<file path="config.mk">
export PLATFORM = sky130hd
export DESIGN_NAME = hold_timer
export DESIGN_NICKNAME = d
export VERILOG_FILES = /design/src/rtl/hold_timer.sv
export SDC_FILE = /design/constraint.sdc
export NUM_CORES = 1
export LEC_CHECK = 0
export ABC_CLOCK_PERIOD_IN_PS = 900
export CORE_AREA = 2 2 39 41
export DETAILED_ROUTE_END_ITERATION = 10
export DIE_AREA = 0 0 41 43
export PLACE_DENSITY_LB_ADDON = 0.2
export SETUP_SLACK_MARGIN = 0.4
export SYNTH_ARGS = -nofsm -noshare
export SYNTH_HDL_FRONTEND = slang
export SYNTH_SLANG_ARGS = --single-unit
</file>
<file path="constraint.sdc">
create_clock -name clk -period 0.9 [get_ports clk]
set_clock_uncertainty 0.15 [all_clocks]
set_input_delay 0.135 -clock clk [delete_from_list [all_inputs] [get_ports clk]]
set_output_delay 0.135 -clock clk [all_outputs]
set_load 0.01 [all_outputs]
</file>
<file path="src/rtl/hold_timer.sv">
// rtl/hold_timer.sv - per-vector hold counter with wrap and settle-point flags
// Parameters: HOLD_CYCLES (counter runs 0..HOLD_CYCLES-1), SETTLE_CYCLES (sample point)
// Ports:
//   clk, rst  : clock, asynchronous active-high reset
//   clr_i     : force counter to 0 (has priority over en_i)
//   en_i      : advance counter this cycle
//   wrap_o    : counter is at its last value (HOLD_CYCLES-1)
//   settle_o  : counter equals SETTLE_CYCLES
module hold_timer #(
    parameter int HOLD_CYCLES   = 7,
    parameter int SETTLE_CYCLES = 2
) (
    input  logic clk,
    input  logic rst,
    input  logic clr_i,
    input  logic en_i,
    output logic wrap_o,
    output logic settle_o
);
    localparam int CW = (HOLD_CYCLES > 1) ? $clog2(HOLD_CYCLES) : 1;

    logic [CW-1:0] cnt_q;
    logic [CW-1:0] cnt_d;

    assign wrap_o   = (cnt_q == CW'(HOLD_CYCLES - 1));
    assign settle_o = (cnt_q == CW'(SETTLE_CYCLES));

    always_comb begin
        cnt_d = cnt_q;
        if (clr_i) begin
            cnt_d = '0;
        end else if (en_i) begin
            cnt_d = wrap_o ? '0 : cnt_q + CW'(1);
        end
    end

    always_ff @(posedge clk or posedge rst) begin
        if (rst) begin
            cnt_q <= '0;
        end else begin
            cnt_q <= cnt_d;
        end
    end
endmodule

</file>
* Word level (Yosys, flattened, before mapping)
Index checks and enable logic that the tools add are counted.
Word-level totals: register bits 3, input bits 4, output and inout port bits 2
Cells by class: add/subtract/negate cells 1, equality and inequality tests 2, mux-type cells 3, reduce and logical (&&, ||, !) cells 1
Operator list (number):
- 3-bit 2-to-1 mux | 3
- 3-bit by 1-bit adder with 3-bit output, second input constant | 1
- 3-bit by 2-bit equality test with 1-bit output, second input constant | 1
- 3-bit equality test, second input constant | 1
- 2-bit nonzero test | 1

* Depth between registers and ports, before layout
Gate-level depths: netlist of run 1.
word-level depth 4, depth in mapped cells 3

* Worst setup path after synthesis of run 1
OpenSTA, ideal clock, no wires.
path kind reg-to-output, start register cnt_q[0], end output settle_o, arrival time 0.748 ns, required time 0.615 ns, path slack -0.133 ns, cell stages (with the launch flop) 2, cells stage by stage dfrtp_1 -> nor3b_1
Between the ends: longest elaborated chain between the ends 1
Ends and longest elaborated chain:
- start: declaration | RTL line 22 | logic [CW-1:0] cnt_q;
- start signal: assignment | RTL line 41 | cnt_q <= cnt_d;
- 3-bit by 2-bit equality test with 1-bit output | RTL line 26 | assign settle_o = (cnt_q == CW'(SETTLE_CYCLES));
- end: declaration | RTL line 18 | output logic settle_o
Every way passes these cells.

* Worst setup path after layout of run 1
start register cnt_q[0], end output wrap_o
Between the ends: longest elaborated chain between the ends 1
Ends and longest elaborated chain:
- 3-bit equality test | RTL line 25 | assign wrap_o = (cnt_q == CW'(HOLD_CYCLES - 1));
- end: declaration | RTL line 17 | output logic wrap_o,
Every way passes these cells.

==> impl_results.md, run 1 <==
* Met3 global-route usage at 3.665%
* Violated checks: negative hold slack, negative setup slack
* RR Endpoint: cnt_q[0]
* R2R depth at 4
* Htree depth at 1
* Library cells used by synthesis at 11
* Yosys synthesis warning count at 0
* Biggest regs: cnt_q (3)
* Avg Vias per Cell at 3.723
* Reg2Reg Setup Slack at -0.30 ns
* Initial core utilization at 11.75%
* Sequential element share of the synthesized area at 46.15%
* M1 GR Usage at 5.806%
* Vias in the first global route at 174
* Tmin final at 1.243 ns
* Grt met2 use at 8.750%
* Initial antenna violation count at 0
* Syn Nets at 22
* Synthesized flop and latch total at 3
* Layout net count at 36
* Final worst setup slack at -0.3428 ns
* First-pass GRT wire length at 669 um
* Hpwl dp at 330.6 um
* CTS tree: done
* Setup violations, final at 5
* Post-route DRC at 0
* Post-Route Setup TNS at -1.368 ns
* Period utilization at 138.1%
* Worst-Margin Slew at 0.1779 ns
* Routed Antenna Nets at 0
* Largest net degree at the start of global routing at 6
* Syn avg cell area at 9.036 um2
* DR iter-0 viols at 0
* Multi-input combinational cell area at 96.34 um2
* Hold slack at -0.08288 ns
* Worst min path class: input pin to async pin
* Area growth syn-to-layout at 87.69%
* Total CTS buffers at 3
* Startpoint Class: flop
* Int Pwr at 347.4 uW
* Net Sw Frac at 22.53%
* Root buffer cell: clkbuf_4
* Worst-path clk slew at 0.04 ns
* Sequential share of power at 32.7%
* Final core utilization at 22.06%
* Number of port buffers at 5
* Number of core rows at 14
* Gr busiest metal: met2
* DR WL/cell at 8.936 um
* Max clock buf depth at 2
* Status: finished with violations
* Clock Sink Count at 3
* Share of cells above drive strength 1 at 45.16%
* Post-synthesis cell count at 18
* Clk Latency, worst-skew pair at 0.23 ns
* Via count at 175
* Hold Vio Cnt, Final at 3
* RR Startpoint: cnt_q[0]
* Net load switching power at 101.1 uW
* Unrepaired setup endpoints after global routing: yes
* Biggest register: cnt_q
* Most frequent cells in the layout: nand2_1, clkbuf_4, dfrtp_1, clkdlybuf4s50_1, buf_6
* Maximum vdd drop at 0.5370 mV
* Max-Cap Viols at 0
* Critical Path End Type: output port
* PD cells at 1469 nW/um2
* CP Max Fanout at 3
* Clock Power Share at 52.1%
* Diodes inserted at 0
* Worst Path Arrival at 0.96 ns
* Final std cells w/o fill at 47
* Max FFs per register at 3
* Placed cells at 42
* Gpl congestion at 0.5612
* Critical path required time at 0.61 ns
* Overall routing resource usage at 6.533%
* Drt first pass iters at 1
* DP Worst Slack at -0.5288 ns
* Area post-placement at 260.3 um2
* IO Pins at 6
* FMAX at 804.7 MHz
* GRT Residual Overflow at 0
* Relative slew slack at 88.11%
* DIE WIDTH at 41 um
* Kind of critical path: flop to output port
* Lkg Pwr at 0.1322 nW
* Routed WL at 420 um
* Fillers at 162
* Design Area, Final at 305.3 um2
* Mapped Area at 162.7 um2
* Max-slew violations at 0
* Comb pwr share at 15.1%
* Seq. cell area at 75.07 um2
* Die ar. at 1763 um2
* Core area at 1384 um2
* Die height at 43 um
-- worst max-delay path by stage --
stage / from / endpoint / slack [ns] / depth (start not counted)
finish: cnt_q[0] / wrap_o / -0.34 / 2
detailed placement: cnt_q[0] / wrap_o / -0.53 / 2
global route: cnt_q[0] / settle_o / -0.38 / 2
floorplan: cnt_q[0] / wrap_o / -0.06 / 1
CTS: cnt_q[0] / wrap_o / -0.36 / 2
global placement: cnt_q[0] / wrap_o / -0.52 / 2
-- power groups by stage --
| stage | Clock [mW] | Sequential, mW | Combinational, mW |
|---|---|---|---|
| 6_report | 0.234 | 0.147 | 0.0678 |
| 5_1_grt | 0.265 | 0.148 | 0.0748 |
| 4_1_cts | 0.251 | 0.147 | 0.0618 |
| 3_5_place_dp | 0 | 0.149 | 0.0603 |
| 3_3_place_gp | 0 | 0.148 | 0.0588 |
| 2_1_floorplan | 0 | 0.151 | 0.0209 |
-- synth_stat cells --
| library cell | n | area, um2 |
|---|---|---|
| a21oi_1 | 3 | 15.01 |
| and3b_2 | 1 | 10.01 |
| dfrtp_1 | 3 | 75.07 |
| inv_1 | 1 | 3.750 |
| nand2_1 | 3 | 11.26 |
| nand2b_1 | 1 | 6.260 |
| nand3b_1 | 1 | 7.510 |
| nand4b_1 | 1 | 8.760 |
| nor2_1 | 2 | 7.510 |
| nor3_2 | 1 | 10.01 |
| nor3b_1 | 1 | 7.510 |
-- stage by stage --
stage | hold slack (ns) | total power, mW
after detailed placement | 0.1667 | 0.2089
after global placement | 0.1620 | 0.2071
after floorplan | -0.2614 | 0.1720
after global routing | -0.07505 | 0.4870
after CTS | -0.08736 | 0.4593
final | -0.08288 | 0.4485
-- area by class of cell --
type / instances / share of cell area [%]
multi-input cells: 14 / 31.56
repair buffers: 9 / 27.46
flip-flops and latches: 3 / 24.59
clock buffers: 4 / 8.607
well taps: 16 / 6.557
inverters: 1 / 1.230
-- what timing repair did --
item / CTS / global route
buffers inserted: 0 / 1
pin swaps: 0 / 1
setup endpoints to repair: 5 / 5
hold endpoints to repair: 3 / 3
gates resized for setup: 12 / 1
-- cells by family (layout without fill, tap and decap cells) --
kind of cell    Yosys count  after routing  share of synthesized area [%]
flops                     3              3                          46.15
compound gates            3              3                          9.228
buf+inv                   1             14                          2.305
simple gates             11             11                          42.32
-- metal layers --
layer  share of wire [%]  vias up
met1                  40       81
met2                  50        6
met3                  10        0
met4                   0        0
met5                   0        -
li1                    -       88
-- worst max-delay path: stages (launching register included) --
cell	delay (ns)
dfrtp_1	0.39
and3b_2	0.24
buf_6	0.10
No activity file was read; power rests on OpenSTA's default activity.
==> inputs of run 2 (changes only) <==
CTS_BUF_LIST = sky130_fd_sc_hd__clkbuf_8   (was not set)
==> run 2 against run 1 <==
Compared with the run above: the run still ends with negative hold slack, negative setup slack left; highest routed layer unchanged; power rose by 30%; global-route usage stayed put; non-clock buffer count down 1; register-to-register slack improved by 0.12 ns; clock power grew 61%; utilization grew 0.54 points; cell area increased by 2.5%; via count down 3.4%; combinational power down 10%; clock-buffer cell count fell by 1.
==> impl_results.md, run 2 (synthesis gave the netlist of run 1 again) <==
* Status: finished with violations
* Violated checks: negative hold slack, negative setup slack
* Startpoint Class: flop
* Critical path required time at 0.61 ns
* Worst-Margin Slew at 0.1771 ns
* PD cells at 1865 nW/um2
* Biggest regs: cnt_q (3)
* CP delay by family, top: flip-flops
* Core area at 1384 um2
* Worst min path class: input pin to async pin
* Relative slew slack at 88.16%
* Diodes inserted at 0
* Worst Path Arrival at 0.94 ns
* Layout net count at 35
* Tmin final at 1.222 ns
* Drt first pass iters at 2
* Root buffer cell: clkbuf_8
* Via count at 169
* Bufs and invs on worst path at 1
* Worst stage delay on the critical path at 0.39 ns
* Total CTS buffers at 3
* Final worst setup slack at -0.3218 ns
* Gpl congestion at 0.5612
* Vias in the first global route at 174
* Most frequent cells in the layout: nand2_1, clkbuf_8, dfrtp_1, clkdlybuf4s50_1
* Max-Cap Viols at 0
* RR Startpoint: cnt_q[0]
* Hold slack at -0.06332 ns
* Clock Sink Count at 3
* Worst-path clk slew at 0.03 ns
* CTS tree: done
* Seq. cell area at 75.07 um2
* Number of core rows at 14
* DR iter-0 viols at 3
* Period utilization at 135.8%
* Post-route DRC at 0
* Critical Path End Type: output port
* GRT Residual Overflow at 0
* Max-slew violations at 0
* DIE WIDTH at 41 um
* CP Max Fanout at 3
* Avg Vias per Cell at 3.674
* Reg2Reg Setup Slack at -0.18 ns
* IO Pins at 6
* Area growth syn-to-layout at 92.31%
* Share of cells above drive strength 1 at 43.33%
* Max FFs per register at 3
* FMAX at 818.4 MHz
* Initial core utilization at 11.75%
* Max stage delay cell, worst path: dfrtp_1
* Max clock buf depth at 2
* Number of port buffers at 5
* Kind of critical path: flop to output port
* Placed cells at 42
* Final core utilization at 22.60%
* Final Power at 583.3 uW
* Hpwl dp at 330.6 um
* RR Endpoint: cnt_q[0]
* Initial antenna violation count at 0
* Clk Latency, worst-skew pair at 0.21 ns
* Routed WL at 418 um
* Lkg Pwr at 0.1380 nW
* Hold Vio Cnt, Final at 3
* Unrepaired setup endpoints after global routing: yes
* R2R depth at 3
* Htree depth at 1
* Biggest register: cnt_q
* Die height at 43 um
* First-pass GRT wire length at 669 um
* Fillers at 158
* Setup violations, final at 5
* Area post-placement at 260.3 um2
* Maximum vdd drop at 0.7002 mV
* Overall routing resource usage at 6.533%
* Die ar. at 1763 um2
* Design Area, Final at 312.8 um2
* Post-Route Setup TNS at -1.108 ns
* Routed Antenna Nets at 0
* CP Cell Sequence: and3b_2, buf_6
* Final std cells w/o fill at 46
* DR WL/cell at 9.087 um
* Largest net degree at the start of global routing at 6
* Multi-input combinational cell area at 96.34 um2
* DP Worst Slack at -0.5288 ns
-- run 2: worst max-delay path by stage --
stage             start  endpoint  slack, ns  depth (start not counted)
3_5_place_dp   cnt_q[0]    wrap_o      -0.53                          2
3_3_place_gp   cnt_q[0]    wrap_o      -0.52                          2
5_1_grt        cnt_q[0]  settle_o      -0.36                          2
6_report       cnt_q[0]    wrap_o      -0.32                          2
2_1_floorplan  cnt_q[0]    wrap_o      -0.06                          1
4_1_cts        cnt_q[0]    wrap_o      -0.34                          2
-- run 2: final cells by class --
cell class,instances,share of cell area [%]
clock inverter,1,1.200
multi-input combinational,14,30.80
inverter,1,1.200
tap,16,6.400
clock buffer,3,13.20
timing repair buffer,8,23.20
sequential,3,24.00
-- run 2: power by group --
group | switching, mW | total [mW] | leakage, nW | internal [mW]
logic | 0.0271 | 0.0607 | 0.0707 | 0.0336
clock network | 0.0857 | 0.376 | 0.0269 | 0.290
registers | 0.00471 | 0.147 | 0.0405 | 0.142
total | 0.117 | 0.583 | 0.138 | 0.466
-- run 2: timing repair --
| item | CTS | global route |
|---|---|---|
| pin swaps | 0 | 0 |
| buffers inserted | 0 | 0 |
| endpoints found under the hold margin | 3 | 3 |
| resized for setup | 12 | 0 |
| endpoints found under the setup margin | 5 | 5 |
| gates cloned | 0 | 0 |
-- run 2: metal layers --
layer  track usage, %  up-vias  wire length (um)
li1                 -       86                 -
met3            3.665        0                41
met4            8.000        0                 0
met2            8.750        6               201
met5                0        -                 0
met1            5.806       77               175
